File: config.mk
export PLATFORM = sky130hd
export DESIGN_NAME = knn_vote
export DESIGN_NICKNAME = d
export VERILOG_FILES = /design/src/rtl/knn_pkg.sv /design/src/rtl/knn_vote_tally.sv /design/src/rtl/knn_vote.sv
export SDC_FILE = /design/constraint.sdc
export NUM_CORES = 1
export LEC_CHECK = 0
export BUFFER_PORTS_ARGS = -buffer_cell sky130_fd_sc_hd__buf_4
export CORE_ASPECT_RATIO = 1.75
export CORE_MARGIN = 2
export CORE_UTILIZATION = 44
export DETAILED_ROUTE_END_ITERATION = 8
export GPL_ROUTABILITY_DRIVEN = 0
export GPL_TIMING_DRIVEN = 0
export PLACE_DENSITY = 0.81
export SYNTH_ARGS = -nofsm -noshare
export SYNTH_HDL_FRONTEND = slang
export SYNTH_SLANG_ARGS = --single-unit
File: constraint.sdc
create_clock -name clk -period 6.8 [get_ports clk]
set_input_delay 0.68 -clock clk [delete_from_list [all_inputs] [get_ports clk]]
set_output_delay 0.68 -clock clk [all_outputs]
set_load 0.005 [all_outputs]
File: src/rtl/knn_pkg.sv
// rtl/knn_pkg.sv - shared KNN constants, vote FSM states and width helper
// Shared by the sorter and the vote stage so both agree on N, W, K and C.
package knn_pkg;

  localparam int KNN_N = 8;
  localparam int KNN_W = 16;
  localparam int KNN_K = 5;
  localparam int KNN_C = 4;

  typedef enum logic [1:0] {
    IDLE   = 2'd0,
    COUNT  = 2'd1,
    SELECT = 2'd2,
    DONE   = 2'd3
  } vote_state_e;

  // Width needed to hold a vote count in 0..k (also a position in 0..k).
  function automatic int calc_cw(input int k);
    return $clog2(k + 1);
  endfunction

endpackage

File: src/rtl/knn_vote_tally.sv
// rtl/knn_vote_tally.sv - per-class vote count and first-position register file
// Ports: clk/rst (sync, active-high); clr zeroes every entry;
//   inc_en/inc_label/inc_idx bump cnt[label] and record idx as first_pos on the first hit;
//   rd_cls selects the entry shown on rd_cnt/rd_first_pos.
module knn_vote_tally
  import knn_pkg::*;
#(
  parameter int K = KNN_K,
  parameter int C = KNN_C,
  localparam int CW = calc_cw(K),
  localparam int LW = $clog2(C)
) (
  input  logic          clk,
  input  logic          rst,
  input  logic          clr,
  input  logic          inc_en,
  input  logic [LW-1:0] inc_label,
  input  logic [CW-1:0] inc_idx,
  input  logic [LW-1:0] rd_cls,
  output logic [CW-1:0] rd_cnt,
  output logic [CW-1:0] rd_first_pos
);

  logic [CW-1:0] cnt_q       [C];
  logic [CW-1:0] cnt_d       [C];
  logic [CW-1:0] first_pos_q [C];
  logic [CW-1:0] first_pos_d [C];

  // A tally can never exceed K, which fits in CW bits, so no saturation.
  always_comb begin
    for (int c = 0; c < C; c++) begin
      cnt_d[c]       = cnt_q[c];
      first_pos_d[c] = first_pos_q[c];
      if (clr) begin
        cnt_d[c]       = '0;
        first_pos_d[c] = '0;
      end else if (inc_en && (inc_label == LW'(c))) begin
        if (cnt_q[c] == '0) begin
          first_pos_d[c] = inc_idx;
        end
        cnt_d[c] = cnt_q[c] + CW'(1);
      end
    end
  end

  always_comb begin
    rd_cnt       = '0;
    rd_first_pos = '0;
    for (int c = 0; c < C; c++) begin
      if (rd_cls == LW'(c)) begin
        rd_cnt       = cnt_q[c];
        rd_first_pos = first_pos_q[c];
      end
    end
  end

  always_ff @(posedge clk) begin
    if (rst) begin
      for (int c = 0; c < C; c++) begin
        cnt_q[c]       <= '0;
        first_pos_q[c] <= '0;
      end
    end else begin
      cnt_q       <= cnt_d;
      first_pos_q <= first_pos_d;
    end
  end

endmodule

File: src/rtl/knn_vote.sv
// rtl/knn_vote.sv - majority-vote classifier over the K nearest sorted neighbours
// Ports: clk/rst (sync, active-high); valid_sort pulse with distance_array_sorted/type_array_sorted;
//   class_out/votes_out/nearest_dist/type_err held between results, class_valid one-cycle pulse;
//   busy (not IDLE); overrun sticky flag for valid_sort arriving while busy.
module knn_vote
  import knn_pkg::*;
#(
  parameter int N = KNN_N,
  parameter int W = KNN_W,
  parameter int K = KNN_K,
  parameter int C = KNN_C,
  localparam int CW = calc_cw(K)
) (
  input  logic          clk,
  input  logic          rst,
  input  logic          valid_sort,
  input  logic [W-1:0]  distance_array_sorted [0:N-1],
  input  logic [W-1:0]  type_array_sorted     [0:N-1],
  output logic [W-1:0]  class_out,
  output logic [CW-1:0] votes_out,
  output logic [W-1:0]  nearest_dist,
  output logic          type_err,
  output logic          class_valid,
  output logic          busy,
  output logic          overrun
);

  localparam int LW = $clog2(C);

  vote_state_e   state_q, state_d;
  logic [W-1:0]  dist_q [0:K-1];
  logic [W-1:0]  dist_d [0:K-1];
  logic [W-1:0]  type_q [0:K-1];
  logic [W-1:0]  type_d [0:K-1];
  logic [CW-1:0] idx_q, idx_d;
  logic [LW-1:0] cls_q, cls_d;
  logic          err_q, err_d;
  logic [CW-1:0] best_cnt_q, best_cnt_d;
  logic [LW-1:0] best_cls_q, best_cls_d;
  logic [CW-1:0] best_pos_q, best_pos_d;
  logic [W-1:0]  class_out_q, class_out_d;
  logic [CW-1:0] votes_out_q, votes_out_d;
  logic [W-1:0]  nearest_dist_q, nearest_dist_d;
  logic          type_err_q, type_err_d;
  logic          class_valid_q, class_valid_d;
  logic          overrun_q, overrun_d;

  logic          tally_clr;
  logic          tally_inc;
  logic [CW-1:0] rd_cnt;
  logic [CW-1:0] rd_first_pos;
  logic [W-1:0]  cur_type;
  logic          label_ok;
  logic          take;
  logic [CW-1:0] new_cnt;
  logic [LW-1:0] new_cls;
  logic [CW-1:0] new_pos;
  logic [W-1:0]  new_dist;
  logic          unused_beyond_k;

  // Entries past K never vote; fold them into a sink so they are visibly ignored.
  always_comb begin
    unused_beyond_k = 1'b0;
    for (int i = K; i < N; i++) begin
      unused_beyond_k = unused_beyond_k ^ (^distance_array_sorted[i]) ^ (^type_array_sorted[i]);
    end
  end

  always_comb begin
    cur_type = '0;
    for (int i = 0; i < K; i++) begin
      if (idx_q == CW'(i)) cur_type = type_q[i];
    end
  end

  // Range check uses the full label; only then do the low bits index the tally.
  assign label_ok = (cur_type < W'(C));

  knn_vote_tally #(
    .K(K),
    .C(C)
  ) u_tally (
    .clk         (clk),
    .rst         (rst),
    .clr         (tally_clr),
    .inc_en      (tally_inc),
    .inc_label   (cur_type[LW-1:0]),
    .inc_idx     (idx_q),
    .rd_cls      (cls_q),
    .rd_cnt      (rd_cnt),
    .rd_first_pos(rd_first_pos)
  );

  // Argmax step: a tie goes to the class whose nearest member ranks earlier.
  // Empty classes never win a tie, so an all-invalid input leaves class 0 / count 0.
  assign take = (rd_cnt > best_cnt_q) ||
                ((rd_cnt == best_cnt_q) && (rd_cnt != '0) && (rd_first_pos < best_pos_q));
  assign new_cnt = take ? rd_cnt       : best_cnt_q;
  assign new_cls = take ? cls_q        : best_cls_q;
  assign new_pos = take ? rd_first_pos : best_pos_q;

  always_comb begin
    new_dist = '0;
    for (int i = 0; i < K; i++) begin
      if (new_pos == CW'(i)) new_dist = dist_q[i];
    end
  end

  always_comb begin
    state_d        = state_q;
    dist_d         = dist_q;
    type_d         = type_q;
    idx_d          = idx_q;
    cls_d          = cls_q;
    err_d          = err_q;
    best_cnt_d     = best_cnt_q;
    best_cls_d     = best_cls_q;
    best_pos_d     = best_pos_q;
    class_out_d    = class_out_q;
    votes_out_d    = votes_out_q;
    nearest_dist_d = nearest_dist_q;
    type_err_d     = type_err_q;
    class_valid_d  = 1'b0;
    overrun_d      = overrun_q | (valid_sort & (state_q != IDLE));
    tally_clr      = 1'b0;
    tally_inc      = 1'b0;

    case (state_q)
      IDLE: begin
        if (valid_sort) begin
          for (int i = 0; i < K; i++) begin
            dist_d[i] = distance_array_sorted[i];
            type_d[i] = type_array_sorted[i];
          end
          tally_clr = 1'b1;
          err_d     = 1'b0;
          idx_d     = '0;
          state_d   = COUNT;
        end
      end
      COUNT: begin
        if (label_ok) tally_inc = 1'b1;
        else          err_d     = 1'b1;
        if (idx_q == CW'(K - 1)) begin
          state_d    = SELECT;
          cls_d      = '0;
          best_cnt_d = '0;
          best_cls_d = '0;
          best_pos_d = CW'(K);
        end else begin
          idx_d = idx_q + CW'(1);
        end
      end
      SELECT: begin
        best_cnt_d = new_cnt;
        best_cls_d = new_cls;
        best_pos_d = new_pos;
        // Results are loaded on the last scan step so they are visible in DONE.
        if (cls_q == LW'(C - 1)) begin
          state_d        = DONE;
          class_out_d    = W'(new_cls);
          votes_out_d    = new_cnt;
          nearest_dist_d = (new_cnt == '0) ? '0 : new_dist;
          type_err_d     = err_q;
          class_valid_d  = 1'b1;
        end else begin
          cls_d = cls_q + LW'(1);
        end
      end
      DONE: begin
        state_d = IDLE;
      end
      default: begin
        state_d = IDLE;
      end
    endcase
  end

  always_ff @(posedge clk) begin
    if (rst) begin
      state_q        <= IDLE;
      for (int i = 0; i < K; i++) begin
        dist_q[i] <= '0;
        type_q[i] <= '0;
      end
      idx_q          <= '0;
      cls_q          <= '0;
      err_q          <= 1'b0;
      best_cnt_q     <= '0;
      best_cls_q     <= '0;
      best_pos_q     <= '0;
      class_out_q    <= '0;
      votes_out_q    <= '0;
      nearest_dist_q <= '0;
      type_err_q     <= 1'b0;
      class_valid_q  <= 1'b0;
      overrun_q      <= 1'b0;
    end else begin
      state_q        <= state_d;
      dist_q         <= dist_d;
      type_q         <= type_d;
      idx_q          <= idx_d;
      cls_q          <= cls_d;
      err_q          <= err_d;
      best_cnt_q     <= best_cnt_d;
      best_cls_q     <= best_cls_d;
      best_pos_q     <= best_pos_d;
      class_out_q    <= class_out_d;
      votes_out_q    <= votes_out_d;
      nearest_dist_q <= nearest_dist_d;
      type_err_q     <= type_err_d;
      class_valid_q  <= class_valid_d;
      overrun_q      <= overrun_d;
    end
  end

  assign class_out    = class_out_q;
  assign votes_out    = votes_out_q;
  assign nearest_dist = nearest_dist_q;
  assign type_err     = type_err_q;
  assign class_valid  = class_valid_q;
  assign overrun      = overrun_q;
  assign busy         = (state_q != IDLE);

endmodule

==> key figures <==
Pwr
  • Max IR drop VDD: 231 µV
  • PwrDens: 337 mW/mm²
  • LEAKAGE: 4.81 nW

Setup path
  • WS Path Type: reg2reg
  • Critical Path RT: 7180 ps
  • Endpoint type of the worst setup path: register
  • Crit Path Max Fanout: 10
  • Critical Path Source Type: register
  • Crit path from: cls_q[0]
  • Worst EP arrival: 4570 ps
  • Reg-to-reg startpoint: cls_q[0]

GRT
  • Overflow after GRT: 0
  • Vias in the first global route: 9767
  • First-pass GRT wire length: 47.4 mm
  • Initial antenna violation count: 0
  • GRT Total Usage: 24.1%
  • Pin count of the biggest net entering global routing: 15

STA
  • Pins Over Slew Limit: 0
  • Clock Skews: 10.6 ps
  • Final WS setup: 2610 ps
  • TNS Setup: 0 ps
  • Slew @ Worst Pin: 821 ps
  • Endpoints failing hold: 0
  • Slew margin rel.: 45.3%
  • Post-route clock period utilization: 61.6%
  • Final Critical Period: 4190 ps
  • Fmax: 0.239 GHz
  • Unrepaired setup endpoints after global routing: false
  • Final setup fails: 0

Place
  • Placed cell area: 0.0120 mm²
  • Buffers on Ports: 186
  • Post-Place Worst Slack: 2710 ps
  • Post-DP HPWL: 23.8 mm

Clocking
  • Clk slew on worst S/H paths: 70 ps
  • Post-CTS setup buffer count: 0
  • CTS max path bufs: 3
  • Hold_buf cts: 0
  • Clk sinks: 224
  • Resized Gates After CTS: 0
  • H-tree depth: 1
  • Clk Latency, worst-skew pair: 510 ps
  • CTS tree: built
  • CTS root buf: clkbuf_16
  • Num CTS Buffers: 22

Detailed routing
  • Drt pass-1 iters: 7
  • Drt total wl: 30.4 mm
  • DRC viols: 0
  • DRT iter0 DRCs: 783
  • Vias per inst: 5.40
  • Via count: 10000
  • Drt wl/cell: 16.3 µm
  • Antenna-violating nets left: 0

Floorplan
  • Starting Density: 44.8%
  • Die area: 0.0243 mm²
  • Area of the core: 0.0227 mm²
  • Num rows: 73
  • IO Pins: 298
  • Die width: 119 µm
  • Die height: 205 µm

Synth
  • Syn_area_per_cell: 7.67 µm²
  • EDFF count, synth: 0
  • Register area share after synthesis: 44.2%
  • Cells after Synth: 1322
  • Cell Area, Synth: 0.0101 mm²
  • Yosys warns: 0
  • Commonest register cell after synthesis: dfxtp_1
  • Cell variety after synth: 65
  • Fraction of registers with async set/reset: 0%
  • Flops & latches, synth: 224

Finish
  • P&R area growth vs syn: 24.7%
  • Most common cell after layout, fill and taps aside: nand2_1
  • Commonest cells after routing, fill and taps aside: 448 x nand2_1, 224 x dfxtp_1, 207 x a21oi_1
  • Antenna diodes: 0
  • Design area: 0.0126 mm²
  • Layout cells sized above 1: 16.9%
  • Layout Nets: 1830
  • Final Util: 55.8%

Worst hold path
  • Min-delay src: type_array_sorted[82]
  • HP Class: in2reg

Run status
  • Status: complete, no violations

Job
  • Maxcap violations: 0
-- cell usage after synthesis (all sizes together), types with 2 or more instances --
library cell / n / area (µm²)
a211oi: 4 / 35.0
a21o: 2 / 15.0
a21oi: 207 / 1040
a221o: 2 / 20.0
a221oi: 21 / 209
a22oi: 10 / 75.1
a311oi: 8 / 70.1
a32oi: 16 / 140
a41oi: 3 / 26.3
and2: 5 / 31.3
and3: 2 / 12.5
buf: 30 / 216
clkbuf: 73 / 275
dfxtp: 224 / 4480
ha: 26 / 325
inv: 29 / 109
mux2i: 19 / 219
nand2: 448 / 1680
nand2b: 19 / 119
nand3: 9 / 45.0
nand3b: 6 / 45.0
nand4: 3 / 18.8
nor2: 42 / 158
nor2b: 5 / 31.3
nor3: 8 / 45.0
nor3b: 6 / 50.1
nor4: 13 / 81.3
nor4b: 3 / 26.3
o211ai: 2 / 33.8
o21a: 2 / 16.3
o21ai: 46 / 234
o311ai: 2 / 17.5
o41ai: 2 / 17.5
or3: 5 / 31.3
xnor2: 4 / 35.0
-- final cells by class --
cell class	count	area, µm²
clock buffer	32	638
inverter	29	109
multi-input combinational	979	5100
sequential	224	4480
timing repair buffer	186	1400
tap	300	375
clock inverter	6	45.0
buffer	103	492
fill	2147	10000
-- per-layer routing --
metal / global-route usage, % / share of wire, % / vias up
li1: - / - / 4906
met5: 0 / 0 / -
met1: 23.6 / 35 / 4644
met2: 47.0 / 53 / 391
met3: 3.34 / 5.3 / 100
met4: 14.7 / 6.4 / 0
-- flip-flops by register name (all words and copies together) (netlist names), 2 cells and up --
name                 cells
best_cls_q               2
best_cnt_q               3
best_pos_q               3
class_out                2
cls_q                    2
dist_q                  80
idx_q                    3
nearest_dist            16
state_q                  2
type_q                  80
u_tally.cnt_q           12
u_tally.first_pos_q     12
votes_out                3
-- through the flow --
step	cells	total power [mW]	hold WS, ps
after CTS	1859	4.26	397
final	1859	4.25	415
after floorplan	1335	2.63	430
after global placement	1821	3.06	441
after global routing	1859	4.50	413
after detailed placement	1821	3.10	447
-- logic make-up (layout without fill, tap and decap cells) --
kind of cell	count (synthesis)	count (layout)	synth area share [%]
adder cells (fa/ha/maj)	26	26	3.21
other	1	14	0.0370
AND/OR/NAND/NOR	578	578	23.8
flip-flops	224	224	44.2
buffers and inverters	132	356	5.92
AO/OA/AOI/OAI	336	336	20.1
XOR/XNOR	5	5	0.432
multiplexers	20	20	2.31
-- power by group --
group | total, mW | leakage [nW] | internal [mW] | switching (mW)
clock | 1.16 | 0.340 | 0.653 | 0.504
combinational | 1.44 | 2.64 | 0.503 | 0.941
sequential | 1.65 | 1.83 | 1.52 | 0.137
total | 4.25 | 4.81 | 2.67 | 1.58
-- worst max-delay path, stage by stage, from the launching register on --
cell and delay [ps]:
dfxtp_1 490, inv_1 110, ha_1 240, buf_2 200, a21oi_1 130, o21ai_0 100
a22oi_1 380, inv_1 160, ha_1 330, nand2_1 70, o211ai_2 230, o21a_2 220
buf_6 180, clkbuf_1 430, a21oi_1 110, o21ai_0 500, a32oi_1 180
-- worst paths after layout --
kind | to | slack (ps) | cells after the start
worst max register to register | nearest_dist[2] | 2610 | 16
worst min-delay path | type_q[34] | 410 | 3
worst max-delay path | nearest_dist[2] | 2610 | 16
worst min register to register | type_q[5] | 450 | 2
No activity file was read; power rests on OpenSTA's default activity.
